===== src/rtl/cdb_arbiter.sv =====
`default_nettype none
// ============================================================================
// Module      : cdb_arbiter
// Description : Common data bus arbiter. Buffers one finished result per
//               functional unit (3 FUs) and shares two registered broadcast
//               ports among them with rotating round-robin priority.
//               Each FU is back-pressured while its hold buffer is occupied
//               and not being drained.
// Ports       : clk, rst_n            clock / async active-low reset
//               flush_i               synchronous pipeline flush
//               cdb_stall_i           complete stage cannot accept
//               fu{1..3}_valid_i/ready_o/data_i/dest_i/rob_i   FU results
//               cdb{1..2}_valid_o/data_o/dest_o/rob_o/fu_o     broadcasts
// Revision    : 1.0 - initial release
// ============================================================================
module cdb_arbiter #(
    parameter int DATA_W = 32,
    parameter int PREG_W = 6,
    parameter int ROB_W  = 4
) (
    input  logic              clk,
    input  logic              rst_n,
    input  logic              flush_i,
    input  logic              cdb_stall_i,
    input  logic              fu1_valid_i,
    output logic              fu1_ready_o,
    input  logic [DATA_W-1:0] fu1_data_i,
    input  logic [PREG_W-1:0] fu1_dest_i,
    input  logic [ROB_W-1:0]  fu1_rob_i,
    input  logic              fu2_valid_i,
    output logic              fu2_ready_o,
    input  logic [DATA_W-1:0] fu2_data_i,
    input  logic [PREG_W-1:0] fu2_dest_i,
    input  logic [ROB_W-1:0]  fu2_rob_i,
    input  logic              fu3_valid_i,
    output logic              fu3_ready_o,
    input  logic [DATA_W-1:0] fu3_data_i,
    input  logic [PREG_W-1:0] fu3_dest_i,
    input  logic [ROB_W-1:0]  fu3_rob_i,
    output logic              cdb1_valid_o,
    output logic [DATA_W-1:0] cdb1_data_o,
    output logic [PREG_W-1:0] cdb1_dest_o,
    output logic [ROB_W-1:0]  cdb1_rob_o,
    output logic [1:0]        cdb1_fu_o,
    output logic              cdb2_valid_o,
    output logic [DATA_W-1:0] cdb2_data_o,
    output logic [PREG_W-1:0] cdb2_dest_o,
    output logic [ROB_W-1:0]  cdb2_rob_o,
    output logic [1:0]        cdb2_fu_o
);

    // Increment modulo 3 for FU indices / round-robin pointer.
    function automatic logic [1:0] f_inc3(input logic [1:0] i);
        return (i == 2'd2) ? 2'd0 : i + 2'd1;
    endfunction

    // Inputs gathered into arrays indexed by FU number minus one.
    logic [2:0]        w_valid_in;
    logic [DATA_W-1:0] w_in_data [3];
    logic [PREG_W-1:0] w_in_dest [3];
    logic [ROB_W-1:0]  w_in_rob  [3];

    assign w_valid_in   = {fu3_valid_i, fu2_valid_i, fu1_valid_i};
    assign w_in_data[0] = fu1_data_i;
    assign w_in_data[1] = fu2_data_i;
    assign w_in_data[2] = fu3_data_i;
    assign w_in_dest[0] = fu1_dest_i;
    assign w_in_dest[1] = fu2_dest_i;
    assign w_in_dest[2] = fu3_dest_i;
    assign w_in_rob[0]  = fu1_rob_i;
    assign w_in_rob[1]  = fu2_rob_i;
    assign w_in_rob[2]  = fu3_rob_i;

    // Hold registers, round-robin pointer and registered broadcast ports.
    logic [2:0]        hv_q, hv_d;
    logic [DATA_W-1:0] data_q [3];
    logic [DATA_W-1:0] data_d [3];
    logic [PREG_W-1:0] dest_q [3];
    logic [PREG_W-1:0] dest_d [3];
    logic [ROB_W-1:0]  rob_q  [3];
    logic [ROB_W-1:0]  rob_d  [3];
    logic [1:0]        rr_q, rr_d;

    logic              cdb_valid_q [2];
    logic              cdb_valid_d [2];
    logic [DATA_W-1:0] cdb_data_q  [2];
    logic [DATA_W-1:0] cdb_data_d  [2];
    logic [PREG_W-1:0] cdb_dest_q  [2];
    logic [PREG_W-1:0] cdb_dest_d  [2];
    logic [ROB_W-1:0]  cdb_rob_q   [2];
    logic [ROB_W-1:0]  cdb_rob_d   [2];
    logic [1:0]        cdb_fu_q    [2];
    logic [1:0]        cdb_fu_d    [2];

    // ------------------------------------------------------------------
    // Grant: scan rr, rr+1, rr+2; first eligible gets port 1, second gets
    // port 2. Port 2 can therefore only be granted when port 1 is.
    // ------------------------------------------------------------------
    logic [1:0] w_ord [3];
    logic [2:0] w_elig;
    logic       w_p_v   [2];
    logic [1:0] w_p_sel [2];
    logic [2:0] w_grant;
    logic [2:0] w_ready;
    logic [2:0] w_load;

    assign w_ord[0] = rr_q;
    assign w_ord[1] = f_inc3(rr_q);
    assign w_ord[2] = f_inc3(f_inc3(rr_q));
    assign w_elig   = hv_q & {3{~cdb_stall_i & ~flush_i}};

    always_comb begin
        w_p_v[0]   = 1'b0;
        w_p_v[1]   = 1'b0;
        w_p_sel[0] = 2'd0;
        w_p_sel[1] = 2'd0;
        for (int j = 0; j < 3; j++) begin
            if (w_elig[w_ord[j]]) begin
                if (!w_p_v[0]) begin
                    w_p_v[0]   = 1'b1;
                    w_p_sel[0] = w_ord[j];
                end else if (!w_p_v[1]) begin
                    w_p_v[1]   = 1'b1;
                    w_p_sel[1] = w_ord[j];
                end
            end
        end
    end

    always_comb begin
        w_grant = 3'b000;
        if (w_p_v[0]) w_grant[w_p_sel[0]] = 1'b1;
        if (w_p_v[1]) w_grant[w_p_sel[1]] = 1'b1;
    end

    // Ready is independent of valid; a buffer being drained this cycle can
    // be refilled in the same cycle. Held low throughout reset.
    assign w_ready     = {3{rst_n & ~flush_i}} & (~hv_q | w_grant);
    assign w_load      = w_valid_in & w_ready;
    assign fu1_ready_o = w_ready[0];
    assign fu2_ready_o = w_ready[1];
    assign fu3_ready_o = w_ready[2];

    // ------------------------------------------------------------------
    // Next state
    // ------------------------------------------------------------------
    always_comb begin
        hv_d = hv_q;
        for (int k = 0; k < 3; k++) begin
            data_d[k] = data_q[k];
            dest_d[k] = dest_q[k];
            rob_d[k]  = rob_q[k];
            if (flush_i) begin
                hv_d[k] = 1'b0;
            end else if (w_load[k]) begin
                hv_d[k]   = 1'b1;
                data_d[k] = w_in_data[k];
                dest_d[k] = w_in_dest[k];
                rob_d[k]  = w_in_rob[k];
            end else if (w_grant[k]) begin
                hv_d[k] = 1'b0;
            end
        end

        for (int p = 0; p < 2; p++) begin
            cdb_valid_d[p] = w_p_v[p];
            cdb_data_d[p]  = '0;
            cdb_dest_d[p]  = '0;
            cdb_rob_d[p]   = '0;
            cdb_fu_d[p]    = 2'd0;
            if (w_p_v[p]) begin
                cdb_data_d[p] = data_q[w_p_sel[p]];
                cdb_dest_d[p] = dest_q[w_p_sel[p]];
                cdb_rob_d[p]  = rob_q[w_p_sel[p]];
                cdb_fu_d[p]   = w_p_sel[p] + 2'd1;
            end
        end

        // Pointer moves past the last FU granted this cycle.
        if (flush_i)       rr_d = 2'd0;
        else if (w_p_v[1]) rr_d = f_inc3(w_p_sel[1]);
        else if (w_p_v[0]) rr_d = f_inc3(w_p_sel[0]);
        else               rr_d = rr_q;
    end

    always_ff @(posedge clk or negedge rst_n) begin
        if (!rst_n) begin
            hv_q <= 3'b000;
            rr_q <= 2'd0;
            for (int k = 0; k < 3; k++) begin
                data_q[k] <= '0;
                dest_q[k] <= '0;
                rob_q[k]  <= '0;
            end
            for (int p = 0; p < 2; p++) begin
                cdb_valid_q[p] <= 1'b0;
                cdb_data_q[p]  <= '0;
                cdb_dest_q[p]  <= '0;
                cdb_rob_q[p]   <= '0;
                cdb_fu_q[p]    <= 2'd0;
            end
        end else begin
            hv_q <= hv_d;
            rr_q <= rr_d;
            for (int k = 0; k < 3; k++) begin
                data_q[k] <= data_d[k];
                dest_q[k] <= dest_d[k];
                rob_q[k]  <= rob_d[k];
            end
            for (int p = 0; p < 2; p++) begin
                cdb_valid_q[p] <= cdb_valid_d[p];
                cdb_data_q[p]  <= cdb_data_d[p];
                cdb_dest_q[p]  <= cdb_dest_d[p];
                cdb_rob_q[p]   <= cdb_rob_d[p];
                cdb_fu_q[p]    <= cdb_fu_d[p];
            end
        end
    end

    assign cdb1_valid_o = cdb_valid_q[0];
    assign cdb1_data_o  = cdb_data_q[0];
    assign cdb1_dest_o  = cdb_dest_q[0];
    assign cdb1_rob_o   = cdb_rob_q[0];
    assign cdb1_fu_o    = cdb_fu_q[0];
    assign cdb2_valid_o = cdb_valid_q[1];
    assign cdb2_data_o  = cdb_data_q[1];
    assign cdb2_dest_o  = cdb_dest_q[1];
    assign cdb2_rob_o   = cdb_rob_q[1];
    assign cdb2_fu_o    = cdb_fu_q[1];

endmodule
`default_nettype wire


===== config.mk =====
export PLATFORM = sky130hd
export DESIGN_NAME = cdb_arbiter
export DESIGN_NICKNAME = d
export VERILOG_FILES = /design/src/rtl/cdb_arbiter.sv
export SDC_FILE = /design/constraint.sdc
export NUM_CORES = 1
export LEC_CHECK = 0
export ABC_CLOCK_PERIOD_IN_PS = 1900
export CAP_MARGIN = 20
export CORE_AREA = 2 2 131 133
export DETAILED_ROUTE_END_ITERATION = 7
export DIE_AREA = 0 0 133 135
export DONT_BUFFER_PORTS = 1
export GPL_TIMING_DRIVEN = 0
export PLACE_DENSITY = 0.81
export REMOVE_ABC_BUFFERS = 1
export SETUP_SLACK_MARGIN = 0.02
export SLEW_MARGIN = 20
export SYNTH_ARGS = -nofsm -noshare
export SYNTH_HDL_FRONTEND = slang
export SYNTH_SLANG_ARGS = --single-unit

===== constraint.sdc =====
create_clock -name clk -period 1.9 [get_ports clk]
set_input_delay 0.19 -clock clk [delete_from_list [all_inputs] [get_ports clk]]
set_output_delay 0.19 -clock clk [all_outputs]
set_load 0.05 [all_outputs]

==> results of run 1 <==
cell usage after synthesis (2+ instances only):
cell type  number  area (µm²)
a22oi_1         9        67.6
o21ai_0        33         165
nand3_1         2        10.0
nor2b_1         2        12.5
dfrtp_1       221        5530
nand2_1        40         150
buf_2          20         100
buf_4          11        82.6
a211oi_1       42         315
o211ai_1        2        15.0
nand2b_1        2        12.5
inv_1          15        56.3
a21oi_1        11        55.1
nor2_1         46         173
a222oi_1       11         110
buf_6           2        22.5
mux2_2        126        1420
or3b_1          4        35.0
clkbuf_1       15        56.3
xnor2_1         2        17.5
mux2i_1        67         671
cells by family (layout without fill, tap and decap cells):
group	after synthesis	after routing	synth area share, %
muxes	193	193	22.5
xor gates and xnor gates	2	2	0.189
DFF	221	221	59.6
and+or+nand+nor	105	119	5.04
AOI/OAI and AO/OA	121	121	9.08
buffers and inverters	65	293	3.50
other	0	2	0
adders and majority gates	1	1	0.108
worst max-delay path, cell delays in order, from the launching register on:
cell and delay, ns:
dfrtp_2 0.41, and3b_2 0.24, buf_6 0.13, a21o_1 0.20, a21oi_4 0.81, nand2_8 0.24
mux2_2 0.36
flip-flops by register name, indices dropped and copies added (netlist names), 2 cells and up:
signal / flops
dest_q: 18
cdb2_rob_o: 4
hv_q: 3
cdb1_dest_o: 6
data_q: 96
cdb1_rob_o: 4
cdb2_dest_o: 6
cdb2_data_o: 32
cdb2_fu_o: 2
rob_q: 12
cdb1_fu_o: 2
cdb1_data_o: 32
rr_q: 2
layer usage:
| metal | global-route usage (%) | wire, µm |
|---|---|---|
| met1 | 39.4 | 12500 |
| met2 | 57.2 | 17700 |
| met3 | 8.71 | 3700 |
| met4 | 17.2 | 2650 |
| met5 | 0 | 0 |
repair_timing:
| action | in CTS | in global routing |
|---|---|---|
| endpoints found under the setup margin | 219 | 220 |
| pin swaps | 12 | 31 |
| resized for setup | 55 | 157 |
| endpoints found under the hold margin | 352 | 241 |
| gates cloned | 11 | 16 |
| buffers inserted | 42 | 34 |
| hold buffers | 129 | 3 |
metrics by stage:
step	hold WS [ns]	setup slack, ns	instance area, µm²	power [µW]	TNS (ns)
after floorplan	-0.106	-2.44	9020	6900	-324.27
after global placement	-0.101	-4.71	9290	7090	-647.36
after detailed placement	-0.100	-1.29	9590	7270	-195.84
after CTS	-0.624	-0.622	12400	12000	-64.88
after global routing	-0.631	-0.599	13400	12900	-67.91
final	-0.605	-0.606	13400	12500	-64.20
worst max path at each step:
stage	end	slack, ns	depth (start not counted)
3_5_place_dp	data_q[14]$_DFFE_PN0P_	-1.29	4
4_1_cts	fu3_ready_o	-0.62	2
6_report	rob_q[10]$_DFFE_PN0P_	-0.61	6
5_1_grt	rob_q[10]$_DFFE_PN0P_	-0.60	6
2_1_floorplan	cdb1_data_o[0]$_DFF_PN0_	-2.44	4
3_3_place_gp	cdb1_fu_o[0]$_DFF_PN0_	-4.71	4
layout make-up:
cell class / instances / share of cell area [%]
diodes: 2 / 0.0373
clock buffers: 35 / 5.22
well taps: 220 / 2.05
inverters: 16 / 0.569
multi-input cells: 436 / 31.0
repair buffers: 236 / 19.6
flip-flops and latches: 221 / 41.3
clock inverters: 6 / 0.298
power by group:
part	internal (µW)	switching (µW)	leakage [µW]
Combinational	1050	826	0.00299
Sequential	5340	874	0.00280
Clock	2550	1890	0.000372
Total	8950	3590	0.00616
==> metrics.yaml, run 1 <==
cts:
  clockBufferDepth: 3
  cts_tree: "done"
  htreeDepth: 1
  clockRootBuffer: "clkbuf_16"
  clock_sinks: 221
  cts.clk_slew.worst_paths_ns: 0.06
  clock_latency_ns: 0.50
  cts_buffers: 23
sta:
  finalSetupViolCount: 216
  max-slew-margin-rel_pct: 32.6
  layout_setup_ws_ns: -0.606
  fin_crit_ns: 2.51
  skew_ns: 0.0202
  tightestPinTransition_ns: 1.01
  whs_ns: -0.605
  slew_viol_final: 0
  fin_crit_sh_pct: 132
  timing.fmax_ghz: 0.399
  grt_setup_unrepaired: "yes"
  hold_viol: 221
floorplan:
  io_pins: 226
  initial_core_util_pct: 56.6
  die_w_um: 133
  design.core.area_um2: 16400
  num_rows: 47
  die_h_um: 135
  dieArea_um2: 18000
grt:
  grt_pass1_wl_um: 45400
  grt_max_degree: 227
  grt.total_usage_pct: 33.5
  grt_antenna_before_repair: 2
  grt-ovfl-total: 0
  grt_pass1_vias: 7739
critical_path:
  crit_fanout: 10
  r2r_slack_ns: -0.61
  cp-startpoint: "hv_q[2]$_DFFE_PN0P_"
  reg2reg_depth: 6
  critPathRequiredTime_ns: 2.28
  r2r-end: "rob_q[10]$_DFFE_PN0P_"
  timing.rr.start: "hv_q[2]$_DFFE_PN0P_"
  start_kind: "flip-flop"
  critPathKind: "reg -> reg"
  end_kind: "flip-flop"
  cp.arrival_ns: 2.89
route:
  dr.pass1.iters: 5
  drtIter0Drc: 709
  wire_per_inst_um: 31.2
  drtAntennaViolNets: 0
  totalWireLength_um: 36600
  vias_per_cell: 6.63
  vias: 7765
  drc: 0
synthesis:
  yosysUniqueCellTypes: 46
  async_flop_share_pct: 100
  synthFlopType: "dfrtp_1"
  synth_area_um2: 9280
  synth-seq-cells: 221
  ys.warnings.count: 0
  ys_seq_area_share_pct: 59.6
  syn_avg_cell_area_um2: 13.1
  syn_inst: 708
  synth_edf_count: 0
outcome:
  failed_checks: "hold timing, setup timing"
  status: "finished, violations left"
place:
  port_buffers: 0
  dp_cells: 902
  dp_hpwl_um: 15200
  gp_congestion: 0.831
layout:
  final_cell_mix: "216 x dfrtp_1, 130 x dlygate4sd3_1, 121 x mux2_2"
  area_growth_pct: 44.5
  layout-drive-gt1-share_pct: 39.5
  fillCellCount: 741
  final_cells: 1172
  nets: 1067
  multi_input_area_um2: 4150
  seq_area_um2: 5540
  post-route-util_pct: 81.8
  final_common_cell: "dfrtp_1"
pwr:
  p_per_area_nw_per_um2: 934
  vdd_ir_drop_max_v: 0.000948
  p_leak_uw: 0.00616
worst_hold_path:
  hp-class: "in -> async"
job:
  maxCapViolCount: 0
Note: power is estimated with default switching activity, not from simulation.
==> run 2: changes to the inputs <==
- CORE_AREA: 2 2 131 133 -> 2 2 94 186
- DIE_AREA: 0 0 133 135 -> 0 0 96 188
==> metrics.yaml, run 2 (synthesis gave the netlist of run 1 again) <==
sta:
  fin_crit_ns: 2.54  # +0.0372 ns
  tightestPinTransition_ns: 1.05  # +0.0415 ns
  layout_setup_ws_ns: -0.643  # -0.0372 ns
  whs_ns: -0.631  # -0.0260 ns
  skew_ns: 0.0154  # -0.00487 ns
  grt_setup_unrepaired: "yes"
  hold_viol: 221  # unchanged
  timing.fmax_ghz: 0.393  # -1.5%
  max-slew-margin-rel_pct: 29.8  # -2.8 points
  slew_viol_final: 0  # unchanged
  finalSetupViolCount: 217  # +0.46%
  fin_crit_sh_pct: 134  # +2.0 points
floorplan:
  design.core.area_um2: 16700  # +1.7%
  io_pins: 226  # unchanged
  num_rows: 67  # +43%
  die_h_um: 188  # +39%
  initial_core_util_pct: 55.7  # -0.93 points
  die_w_um: 96  # -28%
  dieArea_um2: 18000  # +0.52%
critical_path:
  cpMaxStageDelayCell: "a21oi_4"
  critPathRequiredTime_ns: 2.28  # about the same
  start_kind: "flip-flop"
  critPathBufInv: 2  # +1
  path_delay_family: "compound AO/OA/AOI/OAI gates"
  crit_chain: "and3b_2, buf_6, a21o_1, a21oi_4, nand2_8, buf_12, mux2_2"
  cp.arrival_ns: 2.92  # +0.03 ns
  critPathKind: "reg -> reg"
  end_kind: "flip-flop"
  critPathMaxStageDelay_ns: 0.83  # +0.02 ns
  crit_fanout: 11  # +1
cts:
  clockRootBuffer: "clkbuf_16"
  cts_buffers: 20  # -13%
  cts_tree: "done"
  clockBufferDepth: 3  # unchanged
  htreeDepth: 1  # unchanged
  clock_latency_ns: 0.52  # +0.02 ns
  cts.clk_slew.worst_paths_ns: 0.07  # about the same
  clock_sinks: 221  # unchanged
outcome:
  failed_checks: "hold timing, setup timing"
  status: "finished, violations left"
pwr:
  power.total_uw: 12500  # -0.62%
  vdd_ir_drop_max_v: 0.000994  # +4.8%
  p_per_area_nw_per_um2: 897  # -4.0%
  p_leak_uw: 0.00652  # +5.8%
route:
  dr.pass1.iters: 6  # +1
  drc: 0  # unchanged
  drtAntennaViolNets: 0  # unchanged
  totalWireLength_um: 39100  # +6.9%
  wire_per_inst_um: 33.0  # +5.7%
  vias_per_cell: 6.71  # +1.2%
  drtIter0Drc: 721  # +1.7%
  vias: 7947  # +2.3%
grt:
  grt.total_usage_pct: 40.3  # +6.8 points
  grt-ovfl-total: 0  # unchanged
  grt_pass1_wl_um: 52700  # +16%
  grt_pass1_vias: 8604  # +11%
  grt_max_degree: 227  # unchanged
  grt_antenna_before_repair: 4  # +2
place:
  gp_congestion: 0.830  # -0.17%
  dp_slack_ns: -1.34  # -0.0497 ns
  port_buffers: 0  # unchanged
  dp_hpwl_um: 15700  # +3.9%
layout:
  nets: 1093  # +2.4%
  largest_register_ffs: 96  # unchanged
  final_cell_mix: "216 x dfrtp_1, 132 x dlygate4sd3_1, 87 x mux2_2"
  layout-drive-gt1-share_pct: 43.0  # +3.5 points
  post-route-util_pct: 83.2  # +1.5 points
  final_common_cell: "dfrtp_1"
  fillCellCount: 783  # +5.7%
  area_growth_pct: 49.6
  seq_area_um2: 5540  # unchanged
  multi_input_area_um2: 4300  # +3.6%
  regMostFlops: "data_q"
worst_hold_path:
  hp-class: "in -> async"
job:
  maxCapViolCount: 0  # unchanged
==> run 2: power breakdown <==
group          internal [µW]  leakage, µW  switching (µW)
logic                   1190      0.00339             838
registers               5340      0.00280             876
clock network           2340     0.000334            1880
==> run 2: layout make-up <==
| type | instances | share of cell area, % |
|---|---|---|
| well taps | 207 | 1.87 |
| clock buffers | 25 | 3.96 |
| inverters | 16 | 0.514 |
| diodes | 5 | 0.0901 |
| multi-input cells | 437 | 31.0 |
| repair buffers | 264 | 21.9 |
| flip-flops and latches | 221 | 39.9 |
| clock inverters | 10 | 0.829 |
==> run 2: worst paths after layout <==
check	start	endpoint	slack, ns	cells past startpoint
worst max-delay path	hv_q[2]$_DFFE_PN0P_	data_q[93]$_DFFE_PN0P_	-0.64	7
worst min-delay path	rst_n	data_q[88]$_DFFE_PN0P_	-0.63	0
worst max register to register	hv_q[2]$_DFFE_PN0P_	data_q[93]$_DFFE_PN0P_	-0.64	7
worst min register to register	dest_q[13]$_DFFE_PN0P_	cdb2_dest_o[1]$_DFF_PN0_	0.53	2
max in group asynchronous	rst_n	hv_q[1]$_DFFE_PN0P_	2.14	0
min in group clk	fu1_valid_i	dest_q[13]$_DFFE_PN0P_	0.02	2
==> run 2: stage by stage <==
| step | instances | area [µm²] | setup TNS [ns] |
|---|---|---|---|
| after CTS | 1150 | 13200 | -63.81 |
| after global routing | 1183 | 13900 | -70.11 |
| after global placement | 866 | 9280 | -625.28 |
| after detailed placement | 890 | 9590 | -196.11 |
| after floorplan | 659 | 9020 | -324.27 |
| final | 1185 | 13900 | -66.50 |
==> run 2: what timing repair did <==
item,CTS,global route
endpoints found under the setup margin,218,218
hold buffers,131,1
pin swaps,41,30
buffers inserted,73,26
gates resized for setup,177,95
cloned,21,7
endpoints found under the hold margin,352,228
==> run 2: layer usage <==
metal	vias to the layer above	global-route usage, %	routed length, µm
li1	3085	-	-
met1	4014	44.1	12900
met2	625	64.9	19500
met3	223	13.8	3500
met4	0	25.8	3170
met5	-	0	0
